## config.mk

```make
export PLATFORM = sky130hd
export DESIGN_NAME = inst_fetch_queue
export DESIGN_NICKNAME = d
export VERILOG_FILES = /design/src/rtl/inst_fetch_queue.sv
export SDC_FILE = /design/constraint.sdc
export NUM_CORES = 1
export LEC_CHECK = 0
export CAP_MARGIN = 10
export CORE_ASPECT_RATIO = 0.6
export CORE_MARGIN = 1.5
export CORE_UTILIZATION = 49
export CTS_CLUSTER_DIAMETER = 60
export CTS_CLUSTER_SIZE = 25
export DETAILED_ROUTE_END_ITERATION = 8
export HOLD_SLACK_MARGIN = 0.15
export PLACE_DENSITY = 0.76
export SLEW_MARGIN = 20
export SYNTH_ARGS = -nofsm -noshare
export SYNTH_HDL_FRONTEND = slang
export SYNTH_SLANG_ARGS = --single-unit
```

## constraint.sdc

```tcl
create_clock -name clk -period 2.64 [get_ports clk]
set_input_delay 0.264 -clock clk [delete_from_list [all_inputs] [get_ports clk]]
set_output_delay 0.264 -clock clk [all_outputs]
set_load 0.02 [all_outputs]
```

## src/rtl/inst_fetch_queue.sv

```systemverilog
// inst_fetch_queue: circular prefetch buffer between fetch and decode.
// It holds {pc, inst} pairs and shows the oldest entry to decode without
// waiting for a read cycle. It stalls fetch when full, and a pipeline
// flush empties it. An empty queue presents a NOP (all zeros) to decode.
module inst_fetch_queue #(
    parameter  int DEPTH = 4,
    localparam int AW    = $clog2(DEPTH)
) (
    input  logic          clk,
    input  logic          rst,
    input  logic          flush,
    input  logic          if_valid,
    input  logic [31:0]   if_pc,
    input  logic [31:0]   if_inst,
    output logic          if_ready,
    output logic          stall,
    output logic          id_valid,
    output logic [31:0]   id_pc,
    output logic [31:0]   id_inst,
    input  logic          id_ready,
    output logic [AW:0]   count
);

    localparam logic [AW:0] FULL_COUNT = (AW + 1)'(DEPTH);

    // Entry storage. It is never cleared: the pointers and count decide what is live.
    logic [63:0]   mem [DEPTH];

    logic [AW-1:0] rd_ptr_reg, rd_ptr_next;
    logic [AW-1:0] wr_ptr_reg, wr_ptr_next;
    logic [AW:0]   count_reg,  count_next;

    logic          push;
    logic          pop;
    logic [63:0]   head;

    // Handshake status comes only from registered occupancy, so no input feeds through combinationally.
    always_comb begin
        if_ready = (count_reg != FULL_COUNT);
        stall    = (count_reg == FULL_COUNT);
        id_valid = (count_reg != '0);
        count    = count_reg;
    end

    // A flush cancels any transfer in the same cycle, so a discarded push never lands.
    always_comb begin
        push = if_valid & if_ready & ~flush;
        pop  = id_valid & id_ready & ~flush;
    end

    // Next pointer and occupancy values. Flush has priority and restores the empty state.
    always_comb begin
        rd_ptr_next = rd_ptr_reg;
        wr_ptr_next = wr_ptr_reg;
        count_next  = count_reg;
        if (flush) begin
            rd_ptr_next = '0;
            wr_ptr_next = '0;
            count_next  = '0;
        end else begin
            if (push) begin
                wr_ptr_next = wr_ptr_reg + AW'(1);
            end
            if (pop) begin
                rd_ptr_next = rd_ptr_reg + AW'(1);
            end
            case ({push, pop})
                2'b10:   count_next = count_reg + (AW + 1)'(1);
                2'b01:   count_next = count_reg - (AW + 1)'(1);
                default: count_next = count_reg;
            endcase
        end
    end

    // Pointer and count registers. Reset clears them at once, without waiting for clk.
    always_ff @(posedge clk or posedge rst) begin
        if (rst) begin
            rd_ptr_reg <= '0;
            wr_ptr_reg <= '0;
            count_reg  <= '0;
        end else begin
            rd_ptr_reg <= rd_ptr_next;
            wr_ptr_reg <= wr_ptr_next;
            count_reg  <= count_next;
        end
    end

    // Store the accepted fetch pair at the write pointer. Pointers wrap naturally at DEPTH.
    always_ff @(posedge clk) begin
        if (push) begin
            mem[wr_ptr_reg] <= {if_pc, if_inst};
        end
    end

    // Show-ahead head read, forced to zero (NOP) while the queue is empty.
    always_comb begin
        head    = mem[rd_ptr_reg];
        id_pc   = 32'h0;
        id_inst = 32'h0;
        if (id_valid) begin
            id_pc   = head[63:32];
            id_inst = head[31:0];
        end
    end

endmodule

```

After elaboration in Yosys (flattened, before gate mapping)
Memories as Yosys holds them, arrays and structs flattened.
Index checks and enable logic that the tools add are counted.
{"block": "totals", "reg_bits": 7, "ram_bits": 256, "inputBits": 69, "wordCells": 31, "memories": 1}
{"block": "op_classes", "add_sub_neg": 4, "eq_ne": 4, "mux": 10, "bitwise": 5, "reduce_logical": 4}
{"memory": "mem", "words": 4, "width": 64, "rd": 1, "rd_clocked_by_memory_dff": 0, "write_ports": 1, "line_no": "27", "text": "logic [63:0] mem [DEPTH];"}
{"cell": "2-to-1 mux 32 bit", "count": 2}
{"cell": "2-to-1 mux 2 bit", "count": 4}
{"cell": "one-hot mux 3 bit (2 select lines)", "count": 1}
{"cell": "nonzero test 3 bit", "count": 2}
{"cell": "adder 2 x 1 -> 2 bit, second input constant", "count": 2}
{"cell": "bitwise AND 1 bit", "count": 4}
{"cell": "nonzero test 2 bit", "count": 2}
{"cell": "adder 3 x 1 -> 3 bit, second input constant", "count": 1}
{"cell": "equality test 3 bit, second input constant", "count": 1}
{"cell": "2-to-1 mux 3 bit", "count": 1}
{"cell": "inequality test 3 bit, second input constant", "count": 1}
{"cell": "subtractor 3 x 1 -> 3 bit, second input constant", "count": 1}
{"cell": "equality test 2 x 1 -> 1 bit, second input constant", "count": 1}
{"cell": "equality test 2 bit, second input constant", "count": 1}
{"cell": "2-to-1 mux 1 bit", "count": 2}
{"cell": "inverter 1 bit", "count": 1}

Longest topological paths before layout
Gate-level depths: netlist of run 1.
{"block": "logic_depth", "word_depth": 6, "mapped_depth": 7, "mapped_depth_nobuf": 6}

Worst setup path after synthesis of run 1
Ideal clock, no wire load.
{"block": "synth_timing", "kind": "flip-flop to flip-flop", "from": "reg count_reg[0], in the netlist count[0]", "to": "mem mem[0][0], enable pin", "setup_time_ps": 429, "arrival_time_ps": 2961, "required_time_ps": 2211, "path_slack_ps": -750, "path_stages_with_launch": 6, "period_less_slack_ps": 3390, "path_cell_list": "dfrtp_1 > buf_2 > or3b_1 > inv_1 > nor3_1 > and2_1"}
{"block": "synth_between", "elab_chain_cells": 5}
{"element": "start, declared", "line_no": "31", "text": "logic [AW:0] count_reg, count_next;"}
{"element": "start signal, assigned", "line_no": "84", "text": "count_reg <= count_next;"}
{"element": "inequality test 3 bit", "line_no": "39", "text": "if_ready = (count_reg != FULL_COUNT);"}
{"element": "via if_ready", "line_no": "15", "text": "output logic if_ready,"}
{"element": "bitwise AND 1 bit (2 in a row)", "line_no": "47", "text": "push = if_valid & if_ready & ~flush;"}
{"element": "2-to-1 mux 1 bit", "line_no": "90", "text": "if (push) begin"}
{"element": "2-to-1 mux 1 bit (not written as such)", "line_no": "91", "text": "mem[wr_ptr_reg] <= {if_pc, if_inst};"}
{"element": "end, declared", "line_no": "27"}
The timed path passes the listed nets, and every way through them passes these cells.

Worst setup path after layout of run 1
{"block": "layout_timing", "from": "reg rd_ptr_reg[0]", "to": "out id_pc[24]"}
{"block": "layout_between", "elab_chain_cells": 2}
{"element": "start, declared", "line_no": "29", "text": "logic [AW-1:0] rd_ptr_reg, rd_ptr_next;"}
{"element": "start signal, assigned", "line_no": "82", "text": "rd_ptr_reg <= rd_ptr_next;"}
{"element": "memory read (4 x 64 bit)"}
{"element": "2-to-1 mux 32 bit", "line_no": "100", "text": "if (id_valid) begin"}
{"element": "end, declared", "line_no": "18", "text": "output logic [31:0] id_pc,"}
Every way passes these cells.

==> metrics.md, run 1 <==
| Metric | Value |
|---|---|
| EDFF count, synth | `256` |
| Async S/R FF share, synth | `2.66%` |
| Maximum VDD drop | `0.000475 V` |
| Actual slew at the worst max-slew pin | `599 ps` |
| Grt total ovfl | `0` |
| WL per Instance | `21.6 µm` |
| Hold endpoint | `mem[0][6]$_DFFE_PP_` |
| Vias | `4994` |
| Tot GR Track Use | `18.6%` |
| Initial antenna violation count | `1` |
| Simple-gate share of the synthesized area | `5.12%` |
| PwrDens | `665 mW/mm²` |
| Area grow syn2layout | `23.7%` |
| Crit path kind | `reg2out` |
| Post-DP HPWL | `12.1 mm` |
| Xor and xnor fraction of the mapped netlist area | `0.257%` |
| FMAX | `388 MHz` |
| Die Wd | `189 µm` |
| Hold Crit Start | `if_inst[6]` |
| Placed Instances | `876` |
| Drt first pass iters | `7` |
| Number of buffers created by CTS | `14` |
| Final hold violations | `0` |
| Cell area after synthesis | `0.0102 mm²` |
| Filler cells | `1451` |
| CTS tree | `done` |
| Worst path max stage delay | `550 ps` |
| Critical path arrival | `2310 ps` |
| Critical-path cell with the highest stage delay | `mux4_2` |
| Post-synth cell types | `33` |
| Number of global-route vias before repair | `5345` |
| Synth Instances | `470` |
| DP Area | `0.0121 mm²` |
| Chip height | `115 µm` |
| Post-route DRC | `0` |
| Min Hold Slack | `411 ps` |
| Combinational family with the most area after synthesis | `multiplexers` |
| CP bufs+invs | `3` |
| Core Box Area | `0.0202 mm²` |
| Die Area | `0.0217 mm²` |
| Fin util | `62.4%` |
| Top_reg_cell synth | `edfxtp_1` |
| Synth warnings | `0` |
| Max FFs per register | `256` |
| Initial Util | `50.5%` |
| 1st-iter DRT viols | `441` |
| Net count after synthesis | `544` |
| Reg-to-reg endpoint | `count[2]$_DFFE_PP0P_` |
| Dpl ws | `210 ps` |
| Vias/cell | `5.51` |
| First-pass GRT wire length | `30.2 mm` |
| Cell family with most CP delay | `buffers and inverters` |
| Register bit count reported by yosys | `263` |
| Leading area contributor after synthesis | `edfxtp_1` |
| Layout cells sized above 1 | `20.4%` |
| Final nets | `702` |
| Cells along the critical path | `buf_4 -> buf_8 -> mux4_2 -> and2_1 -> dlygate4sd2_1` |
| R2r worst-path depth | `5` |
| Post-layout instance area | `0.0126 mm²` |
| Fin worst setup slack | `62.1 ps` |
| FF+latch area | `0.00787 mm²` |
| Setup Skew | `24.9 ps` |
| RSZ-0062 raised after global routing | `true` |
| Largest net degree at the start of global routing | `54` |
| Hold-critical path depth | `1` |
| Post-Syn Area per Cell | `21.7 µm²` |
| Final slew viol count | `0` |
| TritonCTS Sinks | `263` |
| Status | `finished clean` |
| Worst Setup Start Kind | `flip-flop` |
| Final wirelength | `19.6 mm` |
| Setup_tns | `0 ps` |
| Root Driver | `clkbuf_16` |
| Compound-cell area share of the yosys netlist | `0.944%` |
| Clk_lat worst skew | `480 ps` |
| Reg2reg setup slack | `250 ps` |
| Synth Area in Adders | `0.687%` |
| RD Place Congestion | `0.854` |
| Overall Power | `8.40 mW` |
| Clock transition at path regs | `100 ps` |
| Req. time, crit path | `2380 ps` |
| Area of the multi-input gates | `0.00218 mm²` |
| Area share of the largest cell type after synthesis | `75.3%` |
| Cell row count | `40` |
| Sequential area share after synthesis | `77.0%` |
| H-tree Lvls | `1` |
| RR Startpoint | `count[1]$_DFFE_PP0P_` |
| Slew headroom | `59.6%` |
| Finished Layout Cells | `906` |
| Max Cap Violations | `0` |
| Port Buffers | `138` |
| Antenna-violating nets left | `0` |
| Setup crit end kind | `primary output` |
| Crit-path max FO | `11` |
| Top cells by area, synth | `edfxtp_1, mux4_2, and2_1` |
| Final setup fails | `0` |
| I/O pin count | `139` |
| Post-layout min period | `2580 ps` |
| Diodes inserted | `0` |
| Crit share post-route | `97.6%` |
| Mux share of post-synthesis cell area | `14.2%` |
| LEAKAGE | `4.23 nW` |
| Tightest Hold Check Type | `in2reg` |
| Clock buffer depth | `3` |
report_power, final:
| part | internal (mW) | total [mW] | switching [mW] |
|---|---|---|---|
| clock network | 1.15 | 2.34 | 1.19 |
| logic | 0.652 | 1.32 | 0.671 |
| registers | 4.70 | 4.73 | 0.0360 |
synthesized netlist by cell type, types with 2 or more instances:
library cell	instances
buf_2	10
and2_1	68
buf_6	5
xor2_1	2
clkbuf_1	10
nand3_1	4
mux4_2	64
o21ai_0	2
o2111ai_1	2
nand2_1	2
inv_1	7
nor2_1	5
nor3_1	2
nand2b_1	2
dfrtp_1	7
ha_1	4
edfxtp_1	256
a21oi_1	3
kinds of logic (layout without fill, tap and decap cells):
group,after synthesis,count (layout)
AOI/OAI and AO/OA,14,14
adders and majority gates,5,5
muxes,65,65
and+or+nand+nor,87,87
DFF,263,263
xor gates and xnor gates,3,3
buffers and inverters,33,196
layer usage:
layer	part of all wire (%)	track usage, %	up-vias
met4	1.2	2.70	2
met2	47	30.2	181
met3	6.5	3.69	17
met1	46	27.2	2593
li1	-	-	2201
met5	0.066	0	-
placed cells by master (no fill, tap or decap), types with 2 or more instances in the layout:
cell / count
and2_4: 4
buf_4: 12
edfxtp_1: 256
clkdlybuf4s15_1: 12
clkdlybuf4s50_1: 73
o2111ai_1: 2
clkbuf_1: 4
inv_1: 7
dlymetal6s2s_1: 2
nand2b_1: 2
nand3_1: 4
dlygate4sd2_1: 42
dfrtp_2: 2
nor3_1: 2
mux4_2: 64
clkbuf_16: 16
nor2_1: 5
buf_6: 2
clkdlybuf4s15_2: 8
o21ai_0: 2
buf_16: 2
xor2_1: 2
a21oi_1: 3
and2_1: 64
dfrtp_1: 4
nand2_1: 2
buf_12: 11
ha_1: 4
how the worst max path moves through the flow:
stage | startpoint | to | slack (ps) | depth (start not counted)
after floorplan | count[0]$_DFFE_PP0P_ | mem[0][0]$_DFFE_PP_ | -60 | 5
after global placement | id_ready | count[2]$_DFFE_PP0P_ | 310 | 6
after detailed placement | id_ready | count[2]$_DFFE_PP0P_ | 210 | 6
after CTS | rd_ptr_reg[0]$_DFFE_PP0P_ | id_inst[21] | -160 | 4
after global routing | rd_ptr_reg[0]$_DFFE_PP0P_ | id_pc[26] | -20 | 5
final | rd_ptr_reg[0]$_DFFE_PP0P_ | id_pc[24] | 60 | 5
what timing repair did:
action / in CTS / in global routing
endpoints found under the setup margin: 65 / 17
hold buffers: 1 / 0
endpoints found under the hold margin: 7 / 0
cloned: 1 / 1
setup buffers: 4 / 2
resized for setup: 86 / 16
area by class of cell:
class	instances	area share [%]
flip-flops and latches	263	62.3
multi-input cells	174	17.3
repair buffers	168	14.1
clock buffers	19	3.09
well taps	273	2.71
clock inverters	2	0.307
inverters	7	0.208
Note: power is estimated with default switching activity, not from simulation.
==> run 2: changes to the inputs <==
CAP_MARGIN = 5   (was 10)
SLEW_MARGIN = not set   (was 20)
==> results of run 2 <==
No change in the layout: final DEF, timing and power equal those of run 1.
==> run 3: changes to the inputs <==
CORE_UTILIZATION = 59   (was 49)
PLACE_DENSITY = 0.86   (was 0.76)
clock period = 3.3 ns   (was 2.64 ns; I/O delays follow)
==> run 3 against run 2 <==
Effect of this change:
- sequential share of layout area up 1.5 points
- worst hold slack better by 72 ps
- clock skew down 15 ps
- non-clock buffer count down 18
- sequential power down 20%
- first-iteration DRC count down 2.0%
- routed wire length down 2.0%
- largest cell class unchanged
==> metrics.md, run 3 (synthesized netlist as in run 1, its figures left out) <==
| Metric | Value |
|---|---|
| WL per Instance | `22.7 µm (+4.8%)` |
| Initial antenna violation count | `0 (-1)` |
| Area grow syn2layout | `20.7%` |
| Port Buffers | `138 (unchanged)` |
| Critical path origin | `rd_ptr_reg[0]$_DFFE_PP0P_` |
| Cell family with most CP delay | `buffers and inverters` |
| Finished Layout Cells | `847 (-6.5%)` |
| H-tree Lvls | `1 (unchanged)` |
| Setup Skew | `10.3 ps (-14.6 ps)` |
| Die Wd | `173 µm (-8.7%)` |
| Worst Setup EP | `id_inst[1]` |
| Setup crit end kind | `primary output` |
| Placed Instances | `827 (-5.6%)` |
| Chip height | `105 µm (-8.6%)` |
| Hold Crit Start | `if_pc[23]` |
| RR Startpoint | `count[0]$_DFFE_PP0P_` |
| Tot GR Track Use | `22.0% (+3.5 points)` |
| Area of the multi-input gates | `0.00218 mm² (+0.17%)` |
| PwrDens | `537 mW/mm² (-19%)` |
| Worst path max stage delay | `620 ps (+70 ps)` |
| Post-layout instance area | `0.0123 mm² (-2.4%)` |
| Largest net degree at the start of global routing | `66 (+22%)` |
| Diodes inserted | `0 (unchanged)` |
| Filler cells | `1050 (-28%)` |
| Layout cells sized above 1 | `16.5% (-3.9 points)` |
| Die Area | `0.0181 mm² (-17%)` |
| Clock buffer depth | `3 (unchanged)` |
| FMAX | `322 MHz` |
| Post-CTS Setup Repair Bufs | `0 (-4)` |
| RSZ-0062 raised after global routing | `false` |
| Final wirelength | `19.2 mm (-2.0%)` |
| Post-DP HPWL | `12.1 mm (+0.81%)` |
| Crit path kind | `reg2out` |
| R2r worst-path depth | `5 (unchanged)` |
| Antenna-violating nets left | `0 (unchanged)` |
| Stages on the worst setup path | `4 (-1)` |
| Max Cap Violations | `0 (unchanged)` |
| LEAKAGE | `3.86 nW (-8.6%)` |
| Core Box Area | `0.0170 mm² (-16%)` |
| Commonest cells after routing, fill and taps aside | `edfxtp_1, clkdlybuf4s50_1, mux4_2, and2_1, clkbuf_16` |
| Status | `finished clean` |
| Max FFs per register | `256 (unchanged)` |
| CTS tree | `done` |
| Crit-path max FO | `39 (+28)` |
| Reg-to-reg endpoint | `mem[2][20]$_DFFE_PP_` |
| DP Area | `0.0119 mm² (-1.6%)` |
| Final setup fails | `0 (unchanged)` |
| Final slew viol count | `0 (unchanged)` |
| Cells along the critical path | `buf_12 -> mux4_2 -> and2_1 -> clkdlybuf4s50_1` |
| Tightest Hold Check Type | `in2reg` |
| Overall Power | `6.61 mW (-21%)` |
| Final nets | `684 (-2.6%)` |
| Final hold violations | `0 (unchanged)` |
| Crit share post-route | `94.1%` |
| Vias | `4932 (-1.2%)` |
| Req. time, crit path | `2970 ps (+590 ps)` |
| Critical path arrival | `2780 ps (+470 ps)` |
| Drt first pass iters | `5 (-2)` |
| I/O pin count | `139 (unchanged)` |
| RD Place Congestion | `0.758 (-11%)` |
| Initial Util | `59.9% (+9.4 points)` |
| Commonest non-fill, non-tap cell in the layout | `edfxtp_1` |
| 1st-iter DRT viols | `432 (-2.0%)` |
| Setup_tns | `0 ps (unchanged)` |
| Slew headroom | `59.7% (+0.16 points)` |
| Actual slew at the worst max-slew pin | `604 ps (+5.22 ps)` |
| First-pass GRT wire length | `30.2 mm (about the same)` |
| Number of global-route vias before repair | `5194 (-2.8%)` |
| CP bufs+invs | `2 (-1)` |
| Cell row count | `37 (-7.5%)` |
| TritonCTS Sinks | `263 (unchanged)` |
| Number of buffers created by CTS | `14 (unchanged)` |
| Clock transition at path regs | `90 ps (about the same)` |
| Post-layout min period | `3110 ps` |
| Grt total ovfl | `0 (unchanged)` |
| Vias/cell | `5.82 (+5.6%)` |
| Reg2reg setup slack | `810 ps (+560 ps)` |
| Post-route DRC | `0 (unchanged)` |
| FF+latch area | `0.00787 mm² (about the same)` |
| Root Driver | `clkbuf_16` |
| Maximum VDD drop | `0.000315 V (-34%)` |
| Worst Setup Start Kind | `flip-flop` |
| Clk_lat worst skew | `470 ps (about the same)` |
| Critical-path cell with the highest stage delay | `mux4_2` |
==> run 3: changes by cell type in the layout (fill, tap and decap cells not counted), sizes merged <==
cell | before | now
clkinvlp | 0 | 1
clkbuf | 21 | 17
buf | 28 | 11
dlygate4sd2 | 42 | 0
clkdlybuf4s50 | 73 | 138
clkdlybuf4s15 | 20 | 0
dlymetal6s2s | 2 | 0
bufinv | 1 | 0
==> run 3: worst min path at each step <==
stage,endpoint,cells past startpoint,slack (ps)
2_1_floorplan,count[0]$_DFFE_PP0P_,1,130
3_3_place_gp,wr_ptr_reg[0]$_DFFE_PP0P_,2,570
3_5_place_dp,count[2]$_DFFE_PP0P_,2,590
4_1_cts,mem[2][55]$_DFFE_PP_,1,460
5_1_grt,mem[2][12]$_DFFE_PP_,1,480
6_report,mem[2][55]$_DFFE_PP_,1,480
==> run 3: routing by layer <==
layer	global-route usage, %	vias up	share of wire [%]
li1	-	2168	-
met1	33.8	2555	44
met2	34.4	192	48
met3	4.44	17	6.6
met4	2.98	0	0.92
met5	0	-	0
==> run 3: layout make-up <==
cell class	count	share of cell area, %
flip-flops and latches	263	63.9
multi-input cells	174	17.7
repair buffers	150	12.6
clock buffers	17	3.11
well taps	234	2.38
inverters	7	0.213
clock inverters	2	0.132
==> run 3: timing repair <==
| action | in CTS | in global routing |
|---|---|---|
| setup endpoints to repair | 0 | 50 |
| hold buffers | 1 | 0 |
| resized for setup | 0 | 1 |
| endpoints found under the hold margin | 7 | 0 |
==> run 3: power by group <==
part	switching, mW	internal [mW]	total (mW)	leakage, nW
combinational	0.500	0.526	1.03	1.26
sequential	0.0469	3.76	3.80	2.42
clock	0.949	0.832	1.78	0.191
==> run 3: through the flow <==
step           worst slack, ps  hold slack, ps  utilization, %
2_1_floorplan              602             133               -
3_5_place_dp               578             591            69.9
6_report                   194             483            72.3
4_1_cts                   96.0             464            72.3
5_1_grt                   56.6             485            72.3
3_3_place_gp               674             570            69.9
